### src/rtl/stone_render_if.sv
// ============================================================================
//  Module      : stone_render_if
//  Description : Frame-draw control, object-RAM read and VGA pixel signals
//                shared between the stone renderer and its surroundings.
//  Revision    : 1.0 - initial release
// ============================================================================
`default_nettype none

interface stone_render_if;
    logic        start;
    logic [3:0]  quantity;
    logic [31:0] ram_data;
    logic        draw_stone_flag;
    logic [3:0]  draw_index;
    logic [8:0]  vga_x;
    logic [7:0]  vga_y;
    logic [2:0]  vga_colour;
    logic        plot;
    logic        busy;
    logic        done;

    modport master (
        output start, quantity, ram_data,
        input  draw_stone_flag, draw_index, vga_x, vga_y, vga_colour, plot, busy, done
    );

    modport slave (
        input  start, quantity, ram_data,
        output draw_stone_flag, draw_index, vga_x, vga_y, vga_colour, plot, busy, done
    );
endinterface

`default_nettype wire

### src/rtl/stone_render.sv
// ============================================================================
//  Module      : stone_render
//  Description : Walks the object RAM and rasterises every visible stone as a
//                clipped 16x16 block of pixels for the VGA adapter.
//  Revision    : 1.0 - initial release
// ============================================================================
`default_nettype none

module stone_render (
    input  wire logic        clock,
    input  wire logic        resetn,
    stone_render_if.slave    bus
);

    typedef enum logic [2:0] {
        S_IDLE     = 3'd0,
        S_RD_ADDR  = 3'd1,
        S_RD_WAIT  = 3'd2,
        S_RD_LATCH = 3'd3,
        S_CHECK    = 3'd4,
        S_DRAW     = 3'd5,
        S_NEXT     = 3'd6,
        S_DONE     = 3'd7
    } state_t;

    localparam logic [9:0] c_SCREEN_W = 10'd320;
    localparam logic [9:0] c_SCREEN_H = 10'd240;

    state_t      r_state;
    logic [3:0]  r_idx;
    logic [3:0]  r_qty;
    logic [3:0]  r_dx;
    logic [3:0]  r_dy;
    logic [31:0] r_stone;

    logic        r_flag;
    logic [3:0]  r_index;
    logic [8:0]  r_vga_x;
    logic [7:0]  r_vga_y;
    logic [2:0]  r_colour;
    logic        r_plot;
    logic        r_busy;
    logic        r_done;

    logic [3:0]  w_dx_n;
    logic [3:0]  w_dy_n;
    logic [9:0]  w_px;
    logic [9:0]  w_py;
    logic        w_on;
    logic [2:0]  w_colour;
    logic [3:0]  w_idx_inc;
    logic        w_unused;

    // Coordinates of the pixel to be shown next cycle: origin when leaving
    // CHECK, otherwise the row-major successor of the current one.
    always_comb begin
        w_dx_n = 4'd0;
        w_dy_n = 4'd0;
        if (r_state == S_DRAW) begin
            w_dx_n = r_dx + 4'd1;
            w_dy_n = (r_dx == 4'hF) ? r_dy + 4'd1 : r_dy;
        end
    end

    assign w_px      = {1'b0, r_stone[31:23]} + {6'd0, w_dx_n};
    assign w_py      = {2'd0, r_stone[18:11]} + {6'd0, w_dy_n};
    assign w_on      = (w_px < c_SCREEN_W) && (w_py < c_SCREEN_H);
    assign w_idx_inc = r_idx + 4'd1;
    assign w_unused  = &{1'b0, r_stone[22:19], r_stone[10:4], r_stone[0]};

    always_comb begin
        w_colour = 3'b111;
        case (r_stone[3:2])
            2'b00:   w_colour = 3'b111;
            2'b01:   w_colour = 3'b110;
            2'b10:   w_colour = 3'b011;
            default: w_colour = 3'b101;
        endcase
    end

    // Outputs are registered alongside the state so they line up with it.
    always_ff @(posedge clock) begin
        if (!resetn) begin
            r_state  <= S_IDLE;
            r_idx    <= 4'd0;
            r_qty    <= 4'd0;
            r_dx     <= 4'd0;
            r_dy     <= 4'd0;
            r_stone  <= 32'd0;
            r_flag   <= 1'b0;
            r_index  <= 4'd0;
            r_vga_x  <= 9'd0;
            r_vga_y  <= 8'd0;
            r_colour <= 3'd0;
            r_plot   <= 1'b0;
            r_busy   <= 1'b0;
            r_done   <= 1'b0;
        end else begin
            r_done <= 1'b0;
            case (r_state)
                S_IDLE: begin
                    if (bus.start) begin
                        r_busy <= 1'b1;
                        if (bus.quantity == 4'd0) begin
                            r_state <= S_DONE;
                            r_done  <= 1'b1;
                        end else begin
                            r_qty   <= bus.quantity;
                            r_idx   <= 4'd0;
                            r_state <= S_RD_ADDR;
                            r_flag  <= 1'b1;
                            r_index <= 4'd0;
                        end
                    end
                end
                S_RD_ADDR: r_state <= S_RD_WAIT;
                S_RD_WAIT: r_state <= S_RD_LATCH;
                S_RD_LATCH: begin
                    r_stone <= bus.ram_data;
                    r_state <= S_CHECK;
                    r_flag  <= 1'b0;
                    r_index <= 4'd0;
                end
                S_CHECK: begin
                    if (r_stone[1]) begin
                        r_state  <= S_DRAW;
                        r_dx     <= 4'd0;
                        r_dy     <= 4'd0;
                        r_plot   <= w_on;
                        r_vga_x  <= w_px[8:0];
                        r_vga_y  <= w_py[7:0];
                        r_colour <= w_colour;
                    end else begin
                        r_state <= S_NEXT;
                    end
                end
                S_DRAW: begin
                    if (r_dx == 4'hF && r_dy == 4'hF) begin
                        r_state  <= S_NEXT;
                        r_plot   <= 1'b0;
                        r_vga_x  <= 9'd0;
                        r_vga_y  <= 8'd0;
                        r_colour <= 3'd0;
                    end else begin
                        r_dx     <= w_dx_n;
                        r_dy     <= w_dy_n;
                        r_plot   <= w_on;
                        r_vga_x  <= w_px[8:0];
                        r_vga_y  <= w_py[7:0];
                        r_colour <= w_colour;
                    end
                end
                S_NEXT: begin
                    r_idx <= w_idx_inc;
                    if (w_idx_inc == r_qty) begin
                        r_state <= S_DONE;
                        r_done  <= 1'b1;
                    end else begin
                        r_state <= S_RD_ADDR;
                        r_flag  <= 1'b1;
                        r_index <= w_idx_inc;
                    end
                end
                S_DONE: begin
                    r_state <= S_IDLE;
                    r_busy  <= 1'b0;
                end
                default: begin
                    r_state <= S_IDLE;
                    r_busy  <= 1'b0;
                    r_flag  <= 1'b0;
                    r_plot  <= 1'b0;
                end
            endcase
        end
    end

    assign bus.draw_stone_flag = r_flag;
    assign bus.draw_index      = r_index;
    assign bus.vga_x           = r_vga_x;
    assign bus.vga_y           = r_vga_y;
    assign bus.vga_colour      = r_colour;
    assign bus.plot            = r_plot;
    assign bus.busy            = r_busy;
    assign bus.done            = r_done;

endmodule

`default_nettype wire

### src/flat_wrapper.sv
// flat-port wrapper written by rule: the top's interface ports become plain ports
module stone_render_flat 
  (clock, resetn, bus_start, bus_quantity, bus_ram_data, bus_draw_stone_flag, bus_draw_index, bus_vga_x, bus_vga_y, bus_vga_colour, bus_plot, bus_busy, bus_done);
  stone_render_if bus_i ();
  input  wire logic clock;
  input  wire logic resetn;
  input wire logic [$bits(bus_i.start)-1:0] bus_start;
  input wire logic [$bits(bus_i.quantity)-1:0] bus_quantity;
  input wire logic [$bits(bus_i.ram_data)-1:0] bus_ram_data;
  output wire logic [$bits(bus_i.draw_stone_flag)-1:0] bus_draw_stone_flag;
  output wire logic [$bits(bus_i.draw_index)-1:0] bus_draw_index;
  output wire logic [$bits(bus_i.vga_x)-1:0] bus_vga_x;
  output wire logic [$bits(bus_i.vga_y)-1:0] bus_vga_y;
  output wire logic [$bits(bus_i.vga_colour)-1:0] bus_vga_colour;
  output wire logic [$bits(bus_i.plot)-1:0] bus_plot;
  output wire logic [$bits(bus_i.busy)-1:0] bus_busy;
  output wire logic [$bits(bus_i.done)-1:0] bus_done;
  assign bus_i.start = bus_start;
  assign bus_i.quantity = bus_quantity;
  assign bus_i.ram_data = bus_ram_data;
  assign bus_draw_stone_flag = bus_i.draw_stone_flag;
  assign bus_draw_index = bus_i.draw_index;
  assign bus_vga_x = bus_i.vga_x;
  assign bus_vga_y = bus_i.vga_y;
  assign bus_vga_colour = bus_i.vga_colour;
  assign bus_plot = bus_i.plot;
  assign bus_busy = bus_i.busy;
  assign bus_done = bus_i.done;
  stone_render u_core (.clock(clock), .resetn(resetn), .bus(bus_i));
endmodule
### config.mk
export PLATFORM = sky130hd
export DESIGN_NAME = stone_render_flat
export DESIGN_NICKNAME = d
export VERILOG_FILES = /design/src/rtl/stone_render_if.sv /design/src/rtl/stone_render.sv /design/src/flat_wrapper.sv
export SDC_FILE = /design/constraint.sdc
export NUM_CORES = 1
export LEC_CHECK = 0
export BUFFER_PORTS_ARGS = -buffer_cell sky130_fd_sc_hd__buf_2
export CORE_MARGIN = 8
export CORE_UTILIZATION = 23
export CTS_CLUSTER_SIZE = 30
export DETAILED_ROUTE_END_ITERATION = 8
export GPL_ROUTABILITY_DRIVEN = 0
export GPL_TIMING_DRIVEN = 1
export SKIP_LAST_GASP = 1
export SYNTH_ARGS = -nofsm -noshare
export SYNTH_HDL_FRONTEND = slang
export SYNTH_SLANG_ARGS = --single-unit
### constraint.sdc
create_clock -name clock -period 4.8 [get_ports clock]
set_input_delay 0.48 -clock clock [delete_from_list [all_inputs] [get_ports clock]]
set_output_delay 0.48 -clock clock [all_outputs]
set_load 0.005 [all_outputs]
Yosys cells after proc, flatten, opt, wreduce, memory -nomap -nowiden

Cells that the tools add are included.

Word-level logic and storage cells: 98
Output and inout bits: 28
Bits of input ports: 39
Register bits after elaboration: 79

Mux-type cells: 42
Reduce and logical (&&, ||, !) cells: 16
$add $sub $neg: 5
Order comparisons: 2
Bitwise gates (word level): 1
Equal/unequal tests: 18

Operators with widths:

| kind                                                 | number |
|---|---|
| 2-to-1 mux 4 bit                                     | 9 |
| one-hot mux 3 bit (8 select lines)                   | 1 |
| one-hot mux 4 bit (2 select lines)                   | 3 |
| 2-to-1 mux 3 bit                                     | 6 |
| 2-to-1 mux 9 bit                                     | 2 |
| one-hot mux 9 bit (2 select lines)                   | 1 |
| 2-to-1 mux 8 bit                                     | 2 |
| one-hot mux 8 bit (2 select lines)                   | 1 |
| adder 4 x 1 -> 4 bit (second input constant)         | 3 |
| == test 3 bit (second input constant)                | 4 |
| one-hot mux 4 bit (3 select lines)                   | 1 |
| adder 9 x 4 -> 10 bit                                | 1 |
| < comparator 10 x 8 -> 1 bit (second input constant) | 1 |
| < comparator 10 x 9 -> 1 bit (second input constant) | 1 |
| inequality test 2 bit (second input constant)        | 5 |
| adder 8 x 4 -> 9 bit                                 | 1 |
| 2-to-1 mux 1 bit                                     | 9 |
| one-hot mux 3 bit (3 select lines)                   | 1 |
| AND reduction 3 bit                                  | 3 |
| == test 4 bit (second input constant)                | 2 |
| == test 3 x 2 -> 1 bit (second input constant)       | 2 |
| one-hot mux 1 bit (2 select lines)                   | 3 |
| one-hot mux 3 bit (2 select lines)                   | 1 |
| AND reduction 2 bit                                  | 3 |
| other kinds (15)                                     | 18 |

Logic depth before layout (Yosys ltp)

Word-level depth: 8
Mapped depth: 12
Gate-level depth less buffers: 11

Worst setup path before layout

OpenSTA, ideal clock, no wires.

Kind: reg-to-reg
From: register u_core.r_state[1]
To: register u_core.r_plot (netlist: u_core.bus.plot)
Library setup time: 0.121 ns
Data required time: 4.679 ns
Clock period less this slack: 2.613 ns
Path slack: 2.187 ns
Stages on the path, launching flop included: 13
Data arrival time: 2.492 ns
Buffers on the path: 1
Cell sequence: dfxtp_1 buf_2 and2b_1 nand2_1 nor2_1 ha_1 inv_1 fa_1 nor4bb_1 nand4_1 or3b_2 nand4_1 o31ai_1

Word-level cells in the longest chain between the ends: 7
Elaborated cells between the ends (all ways): 15
Those cells by class: add/sub: 2; order compare: 2; eq/ne: 3; mux: 5; reduce/logical: 3

Ends and longest elaborated chain:

| what                                                                         | line                                     | source |
|---|---|---|
| from (decl)                                                                  | stone_render.sv:29                       | `state_t r_state;` |
| from (signal assigned)                                                       | stone_render.sv:84                       | `r_state <= S_IDLE;` |
| from (signal assigned)                                                       | stone_render.sv:105                      | `r_state <= S_DONE;` |
| from (signal assigned)                                                       | stone_render.sv:110                      | `r_state <= S_RD_ADDR;` |
| == test 3 bit                                                                | stone_render.sv:59, stone_render.sv:100  |  |
| 2-to-1 mux 4 bit                                                             | stone_render.sv:59                       | `if (r_state == S_DRAW) begin` |
| adder 9 x 4 -> 10 bit or adder 8 x 4 -> 9 bit (tied branches)                | stone_render.sv:65, stone_render.sv:66   |  |
| < comparator 10 x 9 -> 1 bit or < comparator 10 x 8 -> 1 bit (tied branches) | stone_render.sv:67                       | `assign w_on = (w_px < c_SCREEN_W) && (w_py < c_SCREEN_H);` |
| logical AND 1 bit                                                            | stone_render.sv:67                       |  |
| 2-to-1 mux 1 bit, on equally long branches                                   | stone_render.sv:138, stone_render.sv:125 |  |
| one-hot mux 1 bit (2 select lines)                                           | stone_render.sv:100                      | `case (r_state)` |
| to (signal assigned)                                                         | stone_render.sv:129                      | `r_plot <= w_on;` |
| to (signal assigned)                                                         | stone_render.sv:147                      | `r_plot <= w_on;` |
| to (decl)                                                                    | stone_render.sv:41                       | `logic r_plot;` |

Parallel ways exist; a longest one is shown, timed or not. The select of a mux whose other input is x is not followed.
A chain may end at the register's enable or synchronous reset.

Worst setup path in the final report

From: register u_core.r_state[2]
To: register u_core.r_plot (netlist: u_core.bus.plot)

Same word-level chain as after synthesis.

==> run_results.csv <==
group,metric,value,unit
status,status,"completed",
route,antenna_left,0,
yosys,synth_nets,459,
cts,cts.sinks,67,
yosys,async_flop_share,0,%
cts,cts_resized,0,
cts,clockBufferDepth,2,
placement,io_buffers,54,
grt,grt_pass1_vias,2989,
yosys,synth_area,3240,sq um
placement,place_area,3670,sq um
yosys,yosysWarnings,0,
route,highest_layer,"met4",
grt,antenna_found_initial,0,
placement,pre_cts_slack,1.82,ns
power,power_leakage,1.55,nW
floorplanning,die_w,135,um
route,post-route-drc-count,0,
route,wl_met3,439,um
route,num_vias,2989,
sta,finalCritPeriodShare,61.9,%
sta,rsz0062_at_grt,"false",
cts,holdBufCountCts,0,
worst_hold_path,hold_path.class,"in -> reg",
grt,grt_use_total,9.87,%
sta,hold_viol_final,0,
floorplanning,die_area,18100,sq um
power,power_density,412,nW/um^2
final_layout,fin_nets,505,
sta,slew_headroom,37.4,%
cts,post_cts_buffers,0,
route,avgRoutedWirePerCell,13.7,um
floorplanning,rows,43,
cts,cts.clk_slew.worst_paths,0.06,ns
sta,period_minus_slack,2.97,ns
final_layout,drive_gt1_share,17.0,%
yosys,ys_seq_area_share,41.4,%
power,peakVddDrop,0.000193,V
critical_path,path_max_fanout,9,
critical_path,crit_path_end_kind,"register",
route,dr.pass1.iters,5,
cts,cts-root-buf,"clkbuf_16",
yosys,synth_cell_types,49,
grt,grt_max_degree,55,
route,m1WireLength,4.16,mm
yosys,synthCells,407,
sta,max_freq,337,MHz
yosys,ys_ff_latch,67,
cts,clk_latency,0.34,ns
final_layout,area_growth,22.4,%
yosys,syn_avg_cell_area,7.96,sq um
route,first_iter_violations,138,
cts,cts_inserted_buffers,9,
final_layout,final_common_cell,"dfxtp_1",
floorplanning,initial_core_util,23.4,%
sta,fin_skew,0.00674,ns
floorplanning,io_pins,67,
sta,worst_pin_slew,0.937,ns
route,drt-total-wl,8.77,mm
final_layout,mostFrequentLayoutCells,"dfxtp_1, nand2_1, buf_2, nor2_1, a21oi_1",
run,drv_cap,0,
grt,grt_pass1_wl,14.4,mm
sta,fin_tns_setup,0,ns
critical_path,required,5.02,ns
grt,grt_overflow,0,
floorplanning,core-area,13800,sq um
yosys,synth_edf_count,0,
cts,cts_tree,"yes",
sta,worst_slack,1.83,ns
route,wl_met2,4.11,mm
route,via_per_inst,4.68,
critical_path,path_class,"reg -> reg",
critical_path,cp-start-kind,"register",
final_layout,antenna_cells,0,
power,report.power.total,1.63,mW
sta,slew_viol_final,0,
final_layout,postLayoutCellArea,3970,sq um
yosys,ys.flop_type,"dfxtp_1",
cts,h-tree-depth,3,
sta,setup_viol,0,
critical_path,worstPathArrival,3.19,ns
placement,hpwlAfterDp,6.28,mm
floorplanning,dieHeight,135,um
-- layer usage --
metal	track usage, %	up-vias
li1	-	1513
met1	12.3	1405
met2	15.7	65
met3	3.12	6
met4	3.37	0
met5	0	-
-- kinds of logic (layout without fill, tap and decap cells) --
kind of cell | Yosys count | after routing | share of synthesized area (%)
AO/OA/AOI/OAI | 104 | 104 | 19.5
XOR/XNOR | 21 | 21 | 5.68
adder cells (fa/ha/maj) | 13 | 13 | 5.48
buffers and inverters | 35 | 86 | 4.21
flip-flops | 67 | 67 | 41.4
multiplexers | 1 | 1 | 0.309
AND/OR/NAND/NOR | 166 | 166 | 23.4
-- path summary, 6_finish.rpt --
check | slack, ns | to | depth (start not counted) | from
min reg2reg | 0.46 | u_core.bus.vga_x[1]$_SDFFE_PN0P_ | 2 | u_core.bus.vga_x[1]$_SDFFE_PN0P_
max | 1.83 | u_core.bus.plot$_SDFFE_PN0P_ | 11 | u_core.r_state[2]$_SDFFE_PN0P_
min | 0.38 | u_core.r_stone[27]$_SDFFE_PN0P_ | 3 | bus_ram_data[27]
max reg2reg | 1.83 | u_core.bus.plot$_SDFFE_PN0P_ | 11 | u_core.r_state[2]$_SDFFE_PN0P_
-- area by class of cell --
class	instances	area, sq um
fill	1484	9860
inverter	13	48.8
sequential	67	1340
tap	180	225
multi-input combinational	305	1760
clock buffer	10	229
clock inverter	6	65.1
timing repair buffer	57	293
-- through the flow --
stage | cells | utilization, % | hold slack, ns
2_1_floorplan | 407 | - | 0.436
3_3_place_gp | 622 | 26.5 | 0.443
3_5_place_dp | 622 | 26.5 | 0.450
4_1_cts | 638 | 28.7 | 0.369
5_1_grt | 638 | 28.7 | 0.375
6_report | 638 | 28.7 | 0.378
-- worst max-delay path, stage by stage (launching register included) --
cell	delay (ns)
dfxtp_1	0.47
and2b_1	0.22
nand2_1	0.21
nor2_1	0.18
ha_1	0.19
inv_1	0.06
fa_1	0.41
nor4bb_1	0.30
nand4_1	0.16
or3b_2	0.48
nand4_1	0.10
o31ai_1	0.08
-- report_power, final --
| group | total [mW] | internal (mW) | switching, mW |
|---|---|---|---|
| clock | 0.652 | 0.403 | 0.249 |
| combinational | 0.309 | 0.122 | 0.188 |
| sequential | 0.673 | 0.608 | 0.0645 |
-- synthesized netlist by cell type, drive strengths merged (2+ instances only) --
cell	number	share of area, %
a211oi	3	0.69
a21boi	2	0.46
a21o	2	0.46
a21oi	45	6.9
a22oi	16	3.7
a31oi	4	0.77
a32oi	2	0.54
buf	4	0.62
clkbuf	18	2.1
dfxtp	67	41
fa	2	1.2
ha	11	4.2
inv	13	1.5
nand2	65	7.5
nand2b	4	0.77
nand3	14	2.2
nand3b	2	0.46
nand4	9	1.7
nor2	47	5.4
nor2b	2	0.39
nor3	6	0.93
o211ai	2	0.46
o21ai	20	3.2
or2	2	0.39
or3	5	0.97
xnor2	9	2.4
xor2	12	3.2
-- flip-flops by register name, summed over array words and instances (netlist names), 3 cells and up --
| register | count |
|---|---|
| u_core.r_stone | 20 |
| u_core.bus.vga_x | 9 |
| u_core.bus.vga_y | 8 |
| u_core.bus.draw_index | 4 |
| u_core.r_dx | 4 |
| u_core.r_dy | 4 |
| u_core.r_idx | 4 |
| u_core.r_qty | 4 |
| u_core.bus.vga_colour | 3 |
| u_core.r_state | 3 |
Note: power is estimated with default switching activity, not from simulation.
